$ cat config.mk
export PLATFORM = sky130hd
export DESIGN_NAME = mem_stage
export DESIGN_NICKNAME = d
export VERILOG_FILES = /design/src/rtl/mem_stage.sv
export SDC_FILE = /design/constraint.sdc
export NUM_CORES = 1
export LEC_CHECK = 0
export BUFFER_PORTS_ARGS = -buffer_cell sky130_fd_sc_hd__clkbuf_2
export CORE_AREA = 2 2 136 138
export DETAILED_ROUTE_END_ITERATION = 16
export DIE_AREA = 0 0 138 140
export PLACE_DENSITY = 0.77
export REMOVE_ABC_BUFFERS = 1
export SKIP_CTS_REPAIR_TIMING = 1
export SYNTH_ARGS = -nofsm -noshare
export SYNTH_HDL_FRONTEND = slang
export SYNTH_SLANG_ARGS = --single-unit
$ cat constraint.sdc
create_clock -name clk -period 2.23 [get_ports clk]
set_input_delay 0.3345 -clock clk [delete_from_list [all_inputs] [get_ports clk]]
set_output_delay 0.3345 -clock clk [all_outputs]
set_load 0.03 [all_outputs]
$ cat src/rtl/mem_stage.sv
// mem_stage: memory-access stage of the five-stage integer pipeline.
//
// Holds one EX->MEM entry (plus its HI/LO update), turns the synchronous
// SRAM read word into the load result, and presents the write-back bus and
// the ID forwarding bus combinationally from the held entry.
//
// Ports
//   clk               rising-edge clock
//   resetn            synchronous, active-low reset
//   stall             per-stage stop bits; [3] stops EX, [4] stops MEM
//   ex_to_mem_bus     {sl[3:0], pc[31:0], sel_rf_res, rf_we, rf_waddr[4:0], ex_result[31:0]}
//   ex_hilo           {hiwe, lowe, hidata[31:0], lodata[31:0]}
//   data_sram_rdata   SRAM read word, valid in the first cycle an entry sits in MEM
//   mem_to_wb_bus     {pc[31:0], rf_we, rf_waddr[4:0], rf_wdata[31:0]}
//   mem_hilo          registered copy of ex_hilo
//   mem_to_id_bus     {rf_we, rf_waddr[4:0], rf_wdata[31:0]} forwarding path
//   mem_load_misalign current entry is a misaligned LH/LHU/LW
module mem_stage #(
    parameter int EX_TO_MEM_WD = 75,
    parameter int MEM_TO_WB_WD = 70,
    parameter int StallBus     = 6
) (
    input  logic                    clk,
    input  logic                    resetn,
    input  logic [StallBus-1:0]     stall,
    input  logic [EX_TO_MEM_WD-1:0] ex_to_mem_bus,
    input  logic [65:0]             ex_hilo,
    input  logic [31:0]             data_sram_rdata,
    output logic [MEM_TO_WB_WD-1:0] mem_to_wb_bus,
    output logic [65:0]             mem_hilo,
    output logic [37:0]             mem_to_id_bus,
    output logic                    mem_load_misalign
);

    localparam logic [3:0] SL_LW  = 4'b0001;
    localparam logic [3:0] SL_LB  = 4'b0011;
    localparam logic [3:0] SL_LBU = 4'b0100;
    localparam logic [3:0] SL_LH  = 4'b0101;
    localparam logic [3:0] SL_LHU = 4'b0110;

    logic [EX_TO_MEM_WD-1:0] bus_p1;
    logic [65:0]             hilo_p1;
    logic                    fresh_p1;
    logic [31:0]             hold_rdata_p1;

    // Misaligned: halfword on an odd address, or word on a non-word address.
    function automatic logic load_misaligned(input logic [3:0] sl, input logic [1:0] addr);
        logic mis;
        mis = 1'b0;
        case (sl)
            SL_LH, SL_LHU: mis = addr[0];
            SL_LW:         mis = (addr != 2'b00);
            default:       mis = 1'b0;
        endcase
        return mis;
    endfunction

    // Byte/half lane select with sign or zero extension; non-loads give 0.
    function automatic logic [31:0] load_extract(input logic [3:0] sl, input logic [1:0] addr,
                                                 input logic [31:0] word);
        logic [7:0]  b;
        logic [15:0] h;
        logic [31:0] r;
        b = word[{addr, 3'b000} +: 8];
        h = addr[1] ? word[31:16] : word[15:0];
        case (sl)
            SL_LB:   r = {{24{b[7]}}, b};
            SL_LBU:  r = {24'd0, b};
            SL_LH:   r = {{16{h[15]}}, h};
            SL_LHU:  r = {16'd0, h};
            SL_LW:   r = word;
            default: r = 32'd0;
        endcase
        return r;
    endfunction

    // ---- stage boundary: EX -> MEM register ----
    // A bubble counts as fresh too, so the hold register never carries a
    // stale word into a later stalled entry.
    always_ff @(posedge clk) begin
        if (!resetn) begin
            bus_p1        <= '0;
            hilo_p1       <= '0;
            fresh_p1      <= 1'b0;
            hold_rdata_p1 <= '0;
        end else begin
            if (fresh_p1) begin
                hold_rdata_p1 <= data_sram_rdata;
            end
            if (stall[3] && !stall[4]) begin
                bus_p1   <= '0;
                hilo_p1  <= '0;
                fresh_p1 <= 1'b1;
            end else if (!stall[3]) begin
                bus_p1   <= ex_to_mem_bus;
                hilo_p1  <= ex_hilo;
                fresh_p1 <= 1'b1;
            end else begin
                fresh_p1 <= 1'b0;
            end
        end
    end

    // ---- stage boundary: MEM combinational outputs ----
    logic [3:0]  sl;
    logic [31:0] pc;
    logic        sel_rf_res;
    logic        rf_we;
    logic [4:0]  rf_waddr;
    logic [31:0] ex_result;
    logic [31:0] rdata_sel;
    logic        misalign;
    logic [31:0] load_data;
    logic [31:0] rf_wdata;
    logic        rf_we_out;
    logic        unused_stall;

    assign sl         = bus_p1[74:71];
    assign pc         = bus_p1[70:39];
    assign sel_rf_res = bus_p1[38];
    assign rf_we      = bus_p1[37];
    assign rf_waddr   = bus_p1[36:32];
    assign ex_result  = bus_p1[31:0];

    // Live SRAM word on the first MEM cycle, the captured copy while stalled.
    assign rdata_sel = fresh_p1 ? data_sram_rdata : hold_rdata_p1;
    assign misalign  = load_misaligned(sl, ex_result[1:0]);
    assign load_data = misalign ? 32'd0 : load_extract(sl, ex_result[1:0], rdata_sel);
    assign rf_wdata  = sel_rf_res ? load_data : ex_result;
    assign rf_we_out = rf_we && (rf_waddr != 5'd0);

    assign mem_to_wb_bus     = {pc, rf_we_out, rf_waddr, rf_wdata};
    assign mem_to_id_bus     = {rf_we_out, rf_waddr, rf_wdata};
    assign mem_load_misalign = misalign;
    assign mem_hilo          = hilo_p1;

    assign unused_stall = ^{stall[StallBus-1:5], stall[2:0]};

endmodule

# Word-level counts from Yosys, hierarchy flattened
# Index checks and enable logic that the tools add are counted.
[totals]
ff_bits = 174
inputBits = 181
out_inout_bits = 175
wordCells = 26
[op_classes]
eq_ne = 5
shifts = 1
mux = 8
bitwise = 1
n_reduce_logical = 7
[op_table]
columns = ["op", "count"]
rows = [
  ["$pmux 32 s5", 1],
  ["$mux 32", 3],
  ["$shiftx 32x6->8", 1],
  ["$mux 16", 1],
  ["$eq 4x3->1 const B", 3],
  ["$reduce_bool 5->1", 1],
  ["$eq 4x1->1 const B", 1],
  ["$eq 4x2->1 const B", 1],
  ["$reduce_or 2->1", 2],
  ["$logic_and 1x1->1", 2],
  ["$mux 1", 2],
  ["$pmux 1 s2", 1],
  ["$reduce_bool 2->1", 1],
  ["$logic_not 1->1", 1],
  ["$not 1->1", 1],
]

# Logic depth before layout (Yosys ltp)
[logic_depth]
word_depth = 5
mapped_depth = 8
ltp_nobuf = 4

# Worst setup path before layout
# No wires, ideal clock.
[synth_timing]
path_type = "flip-flop to output port"
from = "register bus_p1[72]"
to = "output port mem_to_wb_bus[14]"
t_arrival_ps = 2288
required_ps = 1896
path_slack_ps = -393
path_stages_with_launch = 8
path_buffers = 4
path_cell_list = "dfxtp_1 -> buf_6 -> or4b_4 -> buf_6 -> buf_4 -> o21a_1 -> a32oi_1 -> buf_4"
[synth_via]
elab_chain_cells = 5
word_cells_on_any_way = 10
cone_classes = "5 x eq/ne; 4 x mux; 1 x reduce/logical"
[synth_rtl]
columns = ["item", "line_no", "source"]
rows = [
  ["from (decl)", "41", "logic [EX_TO_MEM_WD-1:0] bus_p1;"],
  ["from (signal assigned)", "95", "bus_p1 <= ex_to_mem_bus;"],
  ["$eq 4x3->1", "50, 66", ""],
  ["$reduce_or 2->1", "50", "case (sl)"],
  ["$pmux 1 s2", "50", ""],
  ["$mux 32 *", "128", "assign load_data = misalign ? 32'd0 : load_extract(sl, ex_result[1:0], rdata_sel);"],
  ["$mux 32 *", "129", "assign rf_wdata = sel_rf_res ? load_data : ex_result;"],
  ["to (decl)", "29", "output logic [MEM_TO_WB_WD-1:0] mem_to_wb_bus,"],
]
# Every way passes the cells marked *; elsewhere a longest branch is shown, timed or not.

# Worst setup path after layout
[layout_timing]
from = "register bus_p1[72]"
to = "output port mem_to_id_bus[2]"
[layout_via]
elab_chain_cells = 5
word_cells_on_any_way = 10
cone_classes = "5 x eq/ne; 4 x mux; 1 x reduce/logical"
[layout_rtl]
columns = ["item", "line_no", "source"]
rows = [
  ["$eq 4x3->1", "50, 66", ""],
  ["$reduce_or 2->1", "50", ""],
  ["$pmux 1 s2", "50", ""],
  ["$mux 32 *", "128", ""],
  ["$mux 32 *", "129", ""],
  ["to (decl)", "31", "output logic [37:0] mem_to_id_bus,"],
]
# Marked as above.

==> impl_results.md <==
* Final sum of negative setup slack at -24360 ps
* Critical Path End Type: output port
* Vias in the first global route at around 6500
* Post-Route Skew at approximately 7.4 ps
* Status: finished with violations
* Total number of clock tree sinks at roughly 170
* Most instantiated flip-flop cell in the synthesis netlist: sky130_fd_sc_hd__dfxtp_1
* Count of nets left with antenna violations after detail routing at 0
* Netlist cell types at 48
* Buffers added on ports at between 300 and 400
* Hold path cells at 3
* Worst VDD drop at slightly below 0.0005 V
* Syn avg cell area at 9.90 µm²
* Final std cell area, no fill at approximately 0.011 mm²
* Launch point of the worst reg-to-reg path: fresh_p1$_SDFF_PN0_
* Syn Inst Count at about 810
* CTS root buf: sky130_fd_sc_hd__clkbuf_16
* Total power of the final layout at 7.79 mW
* GRT Overall Usage at 0.225
* Drt first-iter violations at around 350
* Worst hold endpoint: mem_hilo[28]$_SDFFE_PP0N_
* Hold path start: ex_hilo[28]
* Maximum fanout along the worst path at 13
* Max-slew violations at 0
* PwrDens at ~700 mW/mm²
* Synth Cell Area at roughly 0.008 mm²
* Placed inst area at a little under 0.01 mm²
* Clock-pin slew on the worst setup and hold paths at around 70 ps
* Residual overflow from global routing at 0
* Final setup viols at between 60 and 70
* Sequential Area at roughly 0.0035 mm²
* Final HPWL DP at around 17 mm
* Standby leakage power at 5.39 nW
* Post-layout minimum cycle time at between 2000 and 3000 ps
* Overall die area at ~0.019 mm²
* Leading cell types in the layout, fill and taps excluded: 290 x sky130_fd_sc_hd__clkbuf_2, 170 x sky130_fd_sc_hd__mux2i_1, 167 x sky130_fd_sc_hd__dfxtp_1
* Number of buffers created by CTS at 17
* Sequential area share after synthesis at 0.435
* Number of synthesis warnings at 0
* Number of vias per cell after detailed routing at around 5.1
* Final Cycle Share at 1.21
* Register bit count reported by yosys at around 170
* Worst R2R Path Depth at 5
* Filler Cell Count at roughly 1400
* HP Class: primary input to register
* Max-capacitance violation count at 0
* TritonCTS clock tree: yes
* Worst endpoint data arrival time at roughly 2400 ps
* RSZ-0062 raised after global routing: yes
* Post-route worst setup slack at -462 ps
* Critical path required time at roughly 1900 ps
* Post-layout utilization of the core at 0.635
* Maximum clock frequency at around 370 MHz
* Initial core utilization at 0.450
* Clock Path Buffers at 2
* First-pass GRT wire length at about 35 mm
* Pin count of the biggest net entering global routing at roughly 80
* Die Width at 138 µm
* Share of post-route cells with drive strength above 1 at 0.476
* Slew at the pin closest to its max-slew limit at around 600 ps
* Kind of critical path: register to output port
* Detailed-router iteration count before antenna repair at 5
* Minimum setup slack among reg-to-reg paths at approximately 860 ps
* Number of flops mapped to enable cells by yosys at 0
* Area taken by multi-input logic gates at between 0.004 and 0.005 mm²
* DR DRC count at 0
* Initial antenna violation count at 0
* Antenna diodes at 0
* R2R Path End: hold_rdata_p1[3]$_SDFF_PN0_
* Critical Path Start Type: register
* I/O pin cnt at between 300 and 400
* Worst-case headroom to the max-slew limit at 0.596
* Final-report hold violation count at 0
* Site row count at about 50
* Violated checks: setup timing
* Aggregate routed wire length at about 24 mm
* Routability Congestion at between 0.8 and 0.9
* Area growth from synthesis to final layout at 41.2%
* Post-place setup slack at -224 ps
* Slowest cell on the critical path: sky130_fd_sc_hd__a2111oi_4
* Wirelength per Cell at about 18 µm
* Die Y at ~140 µm
* Most common library cell in the layout ignoring fill and taps: sky130_fd_sc_hd__clkbuf_2
* Area of the placeable core at approximately 0.018 mm²
* Slowest cell delay on critical path at slightly below 400 ps
* Clock insertion delay at the later pin of the skew report at a little over 400 ps
* Count of vias placed by the detailed router at around 7000
* Cell Chain, Critical Path: buf_6, a21bo_1, a2111oi_4, nand2_2, buf_12, a2bb2oi_1, buf_4, clkbuf_2
* Ys async rst share at 0
* Fin nets at ~1300
* H-tree Lvls at 4
[where the power goes]
| part | leakage, nW | internal (mW) | switching (mW) | total, mW |
|---|---|---|---|---|
| Combinational | 3.70 | 0.671 | 0.901 | 1.57 |
| Sequential | 1.43 | 3.27 | 0.0909 | 3.36 |
| Clock | 0.255 | 1.56 | 1.30 | 2.86 |
| Total | 5.39 | 5.50 | 2.29 | 7.79 |
[cells by family (layout without fill, tap and decap cells)]
group / count (synthesis) / in the layout / share of synthesized area
AOI/OAI and AO/OA: 70 / 70 / 0.0833
xor gates and xnor gates: 1 / 1 / 0.00109
buffers and inverters: 138 / 474 / 0.113
DFF: 174 / 174 / 0.435
muxes: 182 / 182 / 0.229
and+or+nand+nor: 243 / 245 / 0.138
[registers in the layout, indices dropped and copies added, names as in the netlist]
signal,flops
hold_rdata_p1,32
fresh_p1,1
mem_hilo,66
bus_p1,75
[critical path: cells and delay by family (launching register included)]
kind | cells | cell delay, ps
and+or+nand+nor | 1 | 130
buffers and inverters | 4 | 690
DFF | 1 | 340
AOI/OAI and AO/OA | 3 | 770
[layout make-up]
type | instances | area share
clock inverter | 13 | 0.0117
inverter | 5 | 0.00188
timing repair buffer | 438 | 0.249
sequential | 174 | 0.310
tap | 229 | 0.0254
clock buffer | 18 | 0.0380
multi-input combinational | 498 | 0.364
[synthesized netlist by cell type, types with 7 or more instances]
cell	number	share of area
sky130_fd_sc_hd__buf_2	11	0.0069
sky130_fd_sc_hd__dfxtp_1	174	0.44
sky130_fd_sc_hd__nor2_1	144	0.068
sky130_fd_sc_hd__o221ai_2	10	0.019
sky130_fd_sc_hd__a2111oi_0	8	0.0088
sky130_fd_sc_hd__and2_1	8	0.0063
sky130_fd_sc_hd__mux2i_1	175	0.22
sky130_fd_sc_hd__o221ai_1	13	0.014
sky130_fd_sc_hd__o21a_1	8	0.0075
sky130_fd_sc_hd__buf_4	79	0.074
sky130_fd_sc_hd__nand2_1	30	0.014
sky130_fd_sc_hd__a32oi_1	7	0.0077
sky130_fd_sc_hd__nor2b_1	38	0.030
sky130_fd_sc_hd__clkbuf_1	30	0.014
sky130_fd_sc_hd__or2_1	7	0.0055
sky130_fd_sc_hd__a2bb2oi_1	8	0.0088
[worst max path at each step]
stage	slack, ps	from	depth (start not counted)	end
3_3_place_gp	-120	fresh_p1$_SDFF_PN0_	7	mem_to_wb_bus[19]
2_1_floorplan	-3070	stall[3]	3	bus_p1[0]$_SDFFE_PP0N_
4_1_cts	-670	fresh_p1$_SDFF_PN0_	7	mem_to_wb_bus[19]
3_5_place_dp	-220	fresh_p1$_SDFF_PN0_	7	mem_to_wb_bus[19]
6_report	-460	bus_p1[72]$_SDFFE_PP0N_	8	mem_to_id_bus[2]
5_1_grt	-550	fresh_p1$_SDFF_PN0_	9	mem_to_id_bus[19]
[per-stage QoR]
| step | hold slack, ps | cells |
|---|---|---|
| 2_1_floorplan | 441 | 675 |
| 3_3_place_gp | 474 | 1331 |
| 3_5_place_dp | 482 | 1331 |
| 4_1_cts | 127 | 1362 |
| 5_1_grt | 128 | 1375 |
| 6_report | 142 | 1375 |
[layer usage]
| layer | wire (µm) | share of wire | global-route usage |
|---|---|---|---|
| met5 | 0 | 0 | 0 |
| met4 | 591 | 0.025 | 0.0489 |
| met3 | 2050 | 0.085 | 0.0697 |
| met2 | 12600 | 0.52 | 0.403 |
| met1 | 8820 | 0.37 | 0.264 |
No activity file was read; power rests on OpenSTA's default activity.
